--- config.mk ---
export PLATFORM = sky130hd
export DESIGN_NAME = rr_arbiter8
export DESIGN_NICKNAME = d
export VERILOG_FILES = /design/src/rtl/arb_pkg.sv /design/src/rtl/grant_decode.sv /design/src/rtl/rr_arbiter8.sv
export SDC_FILE = /design/constraint.sdc
export NUM_CORES = 1
export LEC_CHECK = 0
export ABC_AREA = 1
export CAP_MARGIN = 30
export CORE_ASPECT_RATIO = 0.8
export CORE_MARGIN = 4
export CORE_UTILIZATION = 54
export CTS_CLUSTER_DIAMETER = 100
export DETAILED_ROUTE_END_ITERATION = 12
export PLACE_DENSITY = 0.81
export SLEW_MARGIN = 30
export SYNTH_ARGS = -nofsm -noshare
export SYNTH_HDL_FRONTEND = slang
export SYNTH_HIERARCHICAL = 1
export SYNTH_SLANG_ARGS = --single-unit
--- constraint.sdc ---
create_clock -name clk -period 2.65 [get_ports clk]
set_input_delay 0.53 -clock clk [delete_from_list [all_inputs] [get_ports clk]]
set_output_delay 0.53 -clock clk [all_outputs]
set_load 0.02 [all_outputs]
--- src/rtl/arb_pkg.sv ---
// Shared types and sizes for the 8-way round-robin arbiter.
package arb_pkg;

  localparam int N_REQ = 8;
  localparam int IDX_W = 3;

  typedef enum logic {
    IDLE  = 1'b0,
    GRANT = 1'b1
  } arb_state_t;

  typedef logic [N_REQ-1:0] req_vec_t;
  typedef logic [IDX_W-1:0] idx_t;

endpackage

--- src/rtl/grant_decode.sv ---
// 3-to-8 one-hot decode of the owner index, forced to zero when disabled.
module grant_decode
  import arb_pkg::*;
(
  input  logic [IDX_W-1:0] idx,
  input  logic             en,
  output logic [N_REQ-1:0] onehot
);

  // Decode the index into a one-hot vector, all zero when not enabled.
  always_comb begin
    onehot = 8'h00;
    if (en) begin
      case (idx)
        3'd0:    onehot = 8'h01;
        3'd1:    onehot = 8'h02;
        3'd2:    onehot = 8'h04;
        3'd3:    onehot = 8'h08;
        3'd4:    onehot = 8'h10;
        3'd5:    onehot = 8'h20;
        3'd6:    onehot = 8'h40;
        3'd7:    onehot = 8'h80;
        default: onehot = 8'h00;
      endcase
    end else begin
      onehot = 8'h00;
    end
  end

endmodule

--- src/rtl/rr_arbiter8.sv ---
// Round-robin arbiter for 8 requesters; a grant is held until the owner
// drops its request. Optional forced release after MAX_HOLD cycles is
// enabled by defining the macro ARB_TIMEOUT_EN.
module rr_arbiter8
  import arb_pkg::*;
#(
  parameter int MAX_HOLD = 16,
  parameter int CNT_W    = 5
)
(
  input  logic             clk,
  input  logic             rst_n,
  input  logic [N_REQ-1:0] req,
  output logic [N_REQ-1:0] gnt,
  output logic [IDX_W-1:0] gnt_idx,
  output logic             gnt_valid,
  output logic             timeout
);

  // The hold counter must be able to represent MAX_HOLD-1.
  if ((2 ** CNT_W) <= MAX_HOLD) begin : g_cnt_w_too_small
    $error("rr_arbiter8: CNT_W too small for MAX_HOLD");
  end

  arb_state_t state;
  arb_state_t state_nxt;
  idx_t       ptr;
  idx_t       ptr_nxt;
  idx_t       idx_nxt;
  idx_t       winner;
  idx_t       cand;
  logic       found;

`ifdef ARB_TIMEOUT_EN
  logic [CNT_W-1:0] hold_cnt;
  logic [CNT_W-1:0] hold_nxt;
  logic             timeout_r;
  logic             timeout_nxt;
`endif

  // Rotating find-first: first requester at or after ptr, wrapping mod 8.
  always_comb begin
    winner = ptr;
    cand   = ptr;
    found  = 1'b0;
    for (int k = 0; k < N_REQ; k++) begin
      cand   = ptr + idx_t'(k);
      winner = (req[cand] && !found) ? cand : winner;
      found  = found | req[cand];
    end
  end

  // Next-state logic: grant from IDLE, hold or release in GRANT.
  always_comb begin
    state_nxt = state;
    ptr_nxt   = ptr;
    idx_nxt   = gnt_idx;
`ifdef ARB_TIMEOUT_EN
    hold_nxt    = hold_cnt;
    timeout_nxt = 1'b0;
`endif
    case (state)
      IDLE: begin
        if (found) begin
          state_nxt = GRANT;
          idx_nxt   = winner;
`ifdef ARB_TIMEOUT_EN
          hold_nxt  = {CNT_W{1'b0}};
`endif
        end else begin
          state_nxt = IDLE;
        end
      end
      GRANT: begin
        if (!req[gnt_idx]) begin
          // Voluntary release; owner moves to lowest priority.
          state_nxt = IDLE;
          ptr_nxt   = gnt_idx + 3'd1;
        end else begin
`ifdef ARB_TIMEOUT_EN
          if (hold_cnt == CNT_W'(MAX_HOLD - 1)) begin
            // Owner overstayed: force it off and rotate past it.
            state_nxt   = IDLE;
            ptr_nxt     = gnt_idx + 3'd1;
            timeout_nxt = 1'b1;
          end else begin
            state_nxt = GRANT;
            hold_nxt  = (hold_cnt == {CNT_W{1'b1}}) ? hold_cnt
                                                    : hold_cnt + CNT_W'(1);
          end
`else
          state_nxt = GRANT;
`endif
        end
      end
      default: begin
        state_nxt = IDLE;
      end
    endcase
  end

  // Arbitration state: FSM state, priority pointer and owner index.
  always_ff @(posedge clk or negedge rst_n) begin
    if (!rst_n) begin
      state   <= IDLE;
      ptr     <= 3'd0;
      gnt_idx <= 3'd0;
    end else begin
      state   <= state_nxt;
      ptr     <= ptr_nxt;
      gnt_idx <= idx_nxt;
    end
  end

`ifdef ARB_TIMEOUT_EN
  // Hold counter and one-cycle forced-release pulse.
  always_ff @(posedge clk or negedge rst_n) begin
    if (!rst_n) begin
      hold_cnt  <= {CNT_W{1'b0}};
      timeout_r <= 1'b0;
    end else begin
      hold_cnt  <= hold_nxt;
      timeout_r <= timeout_nxt;
    end
  end

  assign timeout = timeout_r;
`else
  assign timeout = 1'b0;
`endif

  assign gnt_valid = (state == GRANT);

  grant_decode u_grant_decode (
    .idx    (gnt_idx),
    .en     (gnt_valid),
    .onehot (gnt)
  );

endmodule

; ---- Word level (Yosys, flattened, before mapping)
; Memories as Yosys holds them, arrays and structs flattened.
; Index checks and enable logic that the tools add are counted.
[totals]
regBits = 7
latch_bits = 0
ramBits = 0
romBits = 64
output_inout_bits = 13
wordCells = 75
mem_count = 1
[mem_list]
columns = memory, words, word_bits, read_ports, rd_clocked_by_memory_dff, wr, line
row1 = (name not given), 8, 8, 1, 0, 0, grant_decode.sv:14  ; case (idx)
[op_classes]
n_addsub = 8
n_mul = 0
div_mod_pow = 0
n_lt_le_gt_ge = 9
eq_ne = 0
n_shift = 0
mux = 29
n_bitwise = 9
reduce_logical = 16
[op_table]
columns = operator, count
row1 = "3-bit by 4-bit < comparator with 1-bit output, second input constant", 9
row2 = 1-bit binary-select mux with 3-bit select, 9
row3 = 3-bit two-way mux, 7
row4 = "3-bit adder, second input constant", 4
row5 = 1-bit two-way mux, 11
row6 = 8-bit two-way mux, 1
row7 = 1-bit logical AND, 7
row8 = 1-bit zero test, 7
row9 = 1-bit bitwise OR, 7
row10 = "3-bit by 1-bit adder with 3-bit output, second input constant", 2
row11 = "3-bit by 2-bit adder with 3-bit output, second input constant", 2
row12 = 2-bit AND reduction, 2
row13 = 1-bit inverter, 2
row14 = 1-bit case mux with 2 select lines, 1

; ---- Depth between registers and ports, before layout
; Gate-level depths: netlist of run 1.
[logic_depth]
word_depth = 12
depth_mapped = 19
depth_no_buf = 18

; ---- Modules after synthesis
; Netlist of run 1, hierarchy kept.
[modules_own_cells]
columns = module, instances, cells_per_inst, area_each_um2, seq_area_each_um2
row1 = rr_arbiter8, 1, 202, 1318.8, 175.2
row2 = grant_decode, 1, 17, 63.8, 0.0

; ---- Least setup slack after synthesis of run 1
; No wires, ideal clock.
[synth_timing]
path_kind = register to register
start = register ptr[0]
end = register gnt_idx[1]
setup_ps = 117
t_arrival_ps = 2144
required_ps = 2533
slack_ps = 389
stages_incl_launch_ff = 17
period_less_slack_ps = 2261
path_cell_list = dfrtp_1 buf_6 inv_4 buf_12 ha_1 inv_1 nand3_1 nand3_2 nand2_4 nor2_8 nand4_4 nor2_4 nand3_2 nand2_2 nor2_1 nand2_1 nand2_1
[synth_between]
elab_chain_len = 12
word_cells_on_any_way = 52
[synth_lines]
columns = element, line
row1 = start: declaration, rr_arbiter8.sv:27  ; idx_t ptr;
row2 = start signal: assignment, rr_arbiter8.sv:110  ; ptr <= ptr_nxt;
row3 = 3-bit by 1-bit adder with 3-bit output, rr_arbiter8.sv:47  ; cand = ptr + idx_t'(k);
row4 = 1-bit binary-select mux with 3-bit select, "rr_arbiter8.sv:48, rr_arbiter8.sv:49"
row5 = 1-bit two-way mux (implied by the code), "rr_arbiter8.sv:48, rr_arbiter8.sv:49"
row6 = 1-bit bitwise OR, rr_arbiter8.sv:49  ; found = found | req[cand];
row7 = 1-bit zero test / 1-bit bitwise OR (equally long branches), "rr_arbiter8.sv:48, rr_arbiter8.sv:49"
row8 = 1-bit logical AND (tied with other cells), rr_arbiter8.sv:48  ; winner = (req[cand] && !found) ? cand : winner;
row9 = 3-bit two-way mux (tied with other cells) (4 in series), rr_arbiter8.sv:48
row10 = 3-bit two-way mux / 1-bit logical AND (equally long branches), rr_arbiter8.sv:48
row11 = 3-bit two-way mux, rr_arbiter8.sv:48
row12 = end signal: assignment, rr_arbiter8.sv:111  ; gnt_idx <= idx_nxt;
row13 = end: declaration, rr_arbiter8.sv:15  ; output logic [IDX_W-1:0] gnt_idx,
; Several ways; a longest one is shown, not always the timed one. The select of a mux whose other input is x is not followed.
; A chain may end at the register's enable or synchronous reset.

; ---- Worst setup path after layout of run 1
[layout_timing]
start = register ptr[1]
end = register gnt_idx[1]
; The elaborated chain is that of the path after synthesis.

==> impl_metrics.env, run 1 <==
export IMPL_drt_pass1_iterations=4
export IMPL_grt_max_degree=14
export IMPL_synth_top_cell_by_area="nand2_1"
export IMPL_yosys_cell_count_top_type="nand2_1"
export IMPL_status="finished clean"
export IMPL_top_layer_used="met4"
export IMPL_htree_levels=1
export IMPL_fmax_mhz=413.8
export IMPL_die_y_um=53.26
export IMPL_path_clk_slew_ns=0.05
export IMPL_dpl_hpwl_um=2852
export IMPL_synth_flop_cell="dfrtp_1"
export IMPL_place_congestion=0.8987
export IMPL_synth_area_leaders="nand2_1, dfrtp_1, nand3_1"
export IMPL_r2r_slack_ns=0.23
export IMPL_clock_sinks=7
export IMPL_synth_edf_count=0
export IMPL_num_vias=1454
export IMPL_ios=23
export IMPL_n_antenna_cell=0
export IMPL_drt_wl_total_um=3473
export IMPL_maxCapViolCount=0
export IMPL_ff2ff_path_depth=14
export IMPL_synthToLayoutAreaGrowth_pct=17.83
export IMPL_period_needed_ns=2.417
export IMPL_hold_viol=0
export IMPL_arrival_ns=2.56
export IMPL_vias_per_cell=5.230
export IMPL_ys_warn_count=6
export IMPL_drive_above_1_share_pct=22.73
export IMPL_drc_errors=0
export IMPL_clk_latency_ns=0.25
export IMPL_instances_no_fill=278
export IMPL_fin_area_um2=1629
export IMPL_synthesis_nets=232
export IMPL_cts_tree="yes"
export IMPL_clock_skew_ns=0.003697
export IMPL_wl_per_cell_um=12.49
export IMPL_antenna_found_initial=0
export IMPL_reg2reg_to="gnt_idx[1]"
export IMPL_rsz0062_at_grt="false"
export IMPL_cts_buffers=3
export IMPL_drtIter0Drc=115
export IMPL_met1_length_um=1763
export IMPL_synth_cell_types=32
export IMPL_cts_root_buffer="clkbuf_4"
export IMPL_path_max_fanout=7
export IMPL_synth_cells=219
export IMPL_start_util_pct=56.61
export IMPL_ctsHoldBuffers=0
export IMPL_grt_pass1_vias=1380
export IMPL_grt_first_pass_wirelength_um=6016
export IMPL_hp_class="input pin to async pin"
export IMPL_cp_start_kind="flip-flop"
export IMPL_setup_violations=0
export IMPL_tns_ns=0
export IMPL_core_rowCount=16
export IMPL_grt_use_total_pct=22.22
export IMPL_dpl_cell_count=274
export IMPL_detail_route_antenna_nets=0
export IMPL_portBuffers=21
export IMPL_r2r_start="ptr[1]"
export IMPL_dpl_instance_area_um2=1603
export IMPL_end_kind="flip-flop"
export IMPL_core_area_um2=2442
export IMPL_async_flop_share_pct=100.0
export IMPL_die_width_um=64.57
export IMPL_final_nets=256
export IMPL_maxSlewViolCount=0
export IMPL_wl_met2_um=1558
export IMPL_fin_crit_sh_pct=91.20
export IMPL_post_cts_repair_setup_buffers=0
export IMPL_dieArea_um2=3439
export IMPL_ys_ff_latch=7
export IMPL_syn_mean_instance_area_um2=6.313
export IMPL_overflow=0
export IMPL_synth_seq_area_share_pct=12.67
export IMPL_synth_top_area_share_pct=20.09
export IMPL_syn_area_um2=1383
export IMPL_ctsResizeCount=0
export IMPL_wl_met3_um=113
export IMPL_cts_buffer_depth=2
export IMPL_worstPathRequired_ns=2.80
export IMPL_worstSetupPathType="flip-flop to flip-flop"
export IMPL_holdWs_ns=0.5320
export IMPL_synth_top_cells_by_count="nand2_1, nand3_1, inv_1, nor2_1, nand2_2"
state kept, by name, indices dropped and copies added (netlist names):
name	flops
ptr	3
gnt_idx	3
gnt_valid	1
worst max path at each step:
stage                 from          to  slack (ns)  cells after the start
finish              ptr[1]  gnt_idx[1]        0.23                     14
global route        ptr[1]  gnt_idx[2]        0.06                     14
CTS                 ptr[1]  gnt_idx[1]        0.23                     14
detailed placement  ptr[1]  gnt_idx[1]        0.24                     14
global placement    ptr[1]  gnt_idx[1]        0.28                     14
floorplan           ptr[0]  gnt_idx[1]        0.39                     16
placed cells by master, fill, tap and decap left out, types with 3 or more instances in the layout:
cell type,n
o21ai_0,5
clkdlybuf4s50_1,21
a21oi_1,5
inv_2,3
dfrtp_1,7
nand3_1,26
inv_1,18
nand4_1,3
buf_4,3
nand3_2,12
nor2_1,16
nand2_1,74
clkbuf_4,3
nand2_2,15
nand2_4,8
ha_1,3
cells by family after synthesis:
kind of cell    Yosys count  share of synthesized area (%)
simple gates            160                          63.53
buf+inv                  29                          11.04
compound gates           15                          6.697
flops                     7                          12.67
xor+xnor                  4                          3.078
fa+ha+maj                 3                          2.715
other cells               1                         0.2712
through the flow:
stage / util [%] / setup slack, ns
2_1_floorplan: - / 0.3887
3_3_place_gp: 65.63 / 0.2843
3_5_place_dp: 65.63 / 0.2449
4_1_cts: 66.70 / 0.2289
5_1_grt: 66.70 / 0.06247
6_report: 66.70 / 0.2333
layout make-up:
class / instances / area (um2)
Tap cell: 36 / 45.04
Timing Repair Buffer: 24 / 232.7
Inverter: 24 / 95.09
Fill cell: 232 / 813.3
Sequential cell: 7 / 175.2
Multi-Input combinational cell: 183 / 1055
Clock buffer: 4 / 26.28
metal layers:
layer	track usage, %	vias up
met3	2.335	9
met2	37.16	37
met4	5.614	0
met5	0	-
met1	30.69	656
li1	-	752
critical path: stages (launching register included):
cell,delay [ns]
dfrtp_1,0.38
inv_2,0.14
ha_1,0.34
inv_1,0.28
nand3_1,0.18
nand3_2,0.13
nand2_4,0.09
nor2_8,0.13
nand4_4,0.10
nor2_4,0.18
nand3_2,0.09
nand2_2,0.12
nor2_1,0.06
nand2_1,0.06
nand2_1,0.04
Power of run 1 is left out: the tool's default activity adds up to more than one toggle a clock period on the data nets, which glitch-free logic cannot reach.
==> run 2: changes to the inputs <==
- PLACE_DENSITY: 0.81 -> 0.8
- SYNTH_HIERARCHICAL: 1 -> default
==> run 2 against run 1 <==
Against the previous run: synthesized cell count rose by 0.91%; synthesized area rose by 3.3%; final cell count rose by 0.72%.
==> impl_metrics.env, run 2 <==
export IMPL_reg2reg_to="gnt_idx[0]"
export IMPL_maxSlewViolCount=0
export IMPL_ys_warn_count=0
export IMPL_instances_no_fill=280
export IMPL_start_util_pct=57.51
export IMPL_core_rowCount=16
export IMPL_vias_per_cell=5.121
export IMPL_path_clk_slew_ns=0.05
export IMPL_cts_buffers=3
export IMPL_drtIter0Drc=122
export IMPL_synth_area_leaders="nand2_1, dfrtp_1, nand3_1"
export IMPL_syn_mean_instance_area_um2=6.460
export IMPL_synth_cell_types=31
export IMPL_worst_path_buf_inv=3
export IMPL_antenna_found_initial=0
export IMPL_drc_errors=0
export IMPL_synthesis_nets=239
export IMPL_detail_route_antenna_nets=0
export IMPL_final_nets=263
export IMPL_hp_class="input pin to async pin"
export IMPL_grt_max_degree=14
export IMPL_clock_skew_ns=0.003570
export IMPL_cts_tree="yes"
export IMPL_busiest_layer="met2"
export IMPL_setup_violations=0
export IMPL_r2r_slack_ns=0.36
export IMPL_tns_ns=0
export IMPL_worstPathRequired_ns=2.12
export IMPL_cts_root_buffer="clkbuf_4"
export IMPL_synth_fa_ha_area_share_pct=7.011
export IMPL_grt_use_total_pct=22.55
export IMPL_async_flop_share_pct=100.0
export IMPL_synth_top_cells_by_count="nand2_1, nand3_1, nor2_1, inv_1, nand3_2"
export IMPL_place_congestion=0.8670
export IMPL_post_cts_repair_setup_buffers=0
export IMPL_drive_above_1_share_pct=21.31
export IMPL_arrival_ns=1.90
export IMPL_cts_buffer_depth=2
export IMPL_clock_sinks=7
export IMPL_use_met1_pct=30.98
export IMPL_synth_top_family_by_area="simple AND/OR/NAND/NOR gates"
export IMPL_synthToLayoutAreaGrowth_pct=17.27
export IMPL_cp_slowest_stage_delay_ns=0.61
export IMPL_crit_slowest_cell="clkdlybuf4s50_1"
export IMPL_ctsResizeCount=0
export IMPL_ff2ff_path_depth=16
export IMPL_crit_family="buffers and inverters"
export IMPL_crit_top_cell="inv_1"
export IMPL_synth_edf_count=0
export IMPL_period_needed_ns=2.431
export IMPL_mostFrequentLayoutCell="nand2_1"
export IMPL_mostFrequentLayoutCells="nand2_1, nand3_1, clkdlybuf4s50_1"
export IMPL_syn_area_um2=1428
export IMPL_dieArea_um2=3536
export IMPL_rsz0062_at_grt="false"
export IMPL_fin_crit_sh_pct=91.74
export IMPL_worstSetupPathType="flip-flop to output port"
export IMPL_die_y_um=53.99
export IMPL_htree_levels=1
export IMPL_grt_use_met3_pct=4.593
export IMPL_ios=23
export IMPL_synth_flop_cell="dfrtp_1"
export IMPL_multi_input_area_um2=1089
export IMPL_met2_usage_pct=37.14
export IMPL_synth_top_cell_by_area="nand2_1"
export IMPL_end_kind="output port"
export IMPL_wl_per_cell_um=12.40
export IMPL_synthSimpleGateAreaFrac_pct=58.98
export IMPL_crit_chain="inv_1 -> ha_1 -> inv_1 -> nor2_1 -> clkdlybuf4s50_1"
export IMPL_grt_pass1_vias=1428
export IMPL_maxCapViolCount=0
export IMPL_core_area_um2=2482
export IMPL_ys_ff_latch=7
export IMPL_ctsHoldBuffers=0
export IMPL_dpl_hpwl_um=2904
export IMPL_holdWs_ns=0.5404
export IMPL_dpl_cell_count=276
export IMPL_synth_seq_area_share_pct=12.27
export IMPL_grt_first_pass_wirelength_um=6203
export IMPL_synth_xor_area_share_pct=2.892
export IMPL_drt_pass1_iterations=4
export IMPL_n_antenna_cell=0
export IMPL_status="finished clean"
export IMPL_path_max_fanout=9
export IMPL_cp_start_kind="flip-flop"
export IMPL_r2r_start="ptr[1]"
export IMPL_clk_latency_ns=0.25
export IMPL_synth_area_mux_share_pct=0
export IMPL_hold_viol=0
export IMPL_relSlewSlack_pct=65.43
export IMPL_synth_cells=221
export IMPL_regArea_um2=175.2
export IMPL_drt_wl_total_um=3471
export IMPL_num_vias=1434
export IMPL_synth_top_area_share_pct=18.40
export IMPL_portBuffers=21
export IMPL_nFillCells=250
export IMPL_fmax_mhz=411.3
export IMPL_tightestPinTransition_ns=0.5185
export IMPL_die_width_um=65.49
export IMPL_synth_compound_area_share_pct=7.099
export IMPL_yosys_cell_count_top_type="nand2_1"
export IMPL_overflow=0
==> run 2: changes by cell type after synthesis, sizes merged, moves of 2 or more <==
cell and delta:
nand2 -10, ha +5, nor2 +5, inv +3
o22ai +3, a21oi -2, o21ai +2
==> run 2: layout make-up <==
class,count,share of cell area [%]
Multi-Input combinational cell,182,65.02
Timing Repair Buffer,24,13.90
Sequential cell,7,10.46
Inverter,27,6.353
Tap cell,36,2.691
Clock buffer,4,1.570
==> run 2: per-stage QoR <==
step                utilization [%]  setup WS [ns]  cell area, um2
floorplan                         -         0.4364            1428
global placement              66.38         0.2945            1648
detailed placement            66.38         0.2576            1648
CTS                           67.44         0.2149            1674
global route                  67.44        0.09016            1674
finish                        67.44         0.2190            1674
==> run 2: worst max path at each step <==
stage | startpoint | endpoint | slack, ns | cells past startpoint
4_1_cts | gnt_idx[0] | gnt[2] | 0.21 | 5
2_1_floorplan | ptr[0] | gnt_idx[1] | 0.44 | 16
3_3_place_gp | req[0] | gnt_idx[2] | 0.29 | 16
5_1_grt | gnt_idx[0] | gnt[6] | 0.09 | 5
6_report | gnt_idx[0] | gnt[2] | 0.22 | 5
3_5_place_dp | req[0] | gnt_idx[2] | 0.26 | 16
==> run 2: per-layer routing <==
| layer | wire length [um] | part of all wire [%] | up-vias |
|---|---|---|---|
| met5 | 0 | 0 | - |
| met4 | 5 | 0.14 | 0 |
| met3 | 142 | 4.1 | 2 |
| met2 | 1549 | 45 | 24 |
| met1 | 1773 | 51 | 655 |
| li1 | - | - | 753 |
==> run 2: cell families (layout without fill, tap and decap cells) <==
logic type	Yosys count	in the layout
xor gates and xnor gates	3	3
adders and majority gates	8	8
buffers and inverters	32	55
DFF	7	7
other	1	1
AOI/OAI and AO/OA	16	16
and+or+nand+nor	154	154
Power of run 2 is left out for the same reason.
==> run 3: changes to the inputs <==
- CAP_MARGIN: 30 -> 20
==> results of run 3 <==
No change in the layout: final DEF, timing and power equal those of run 2.
Power of run 3 is left out for the same reason.
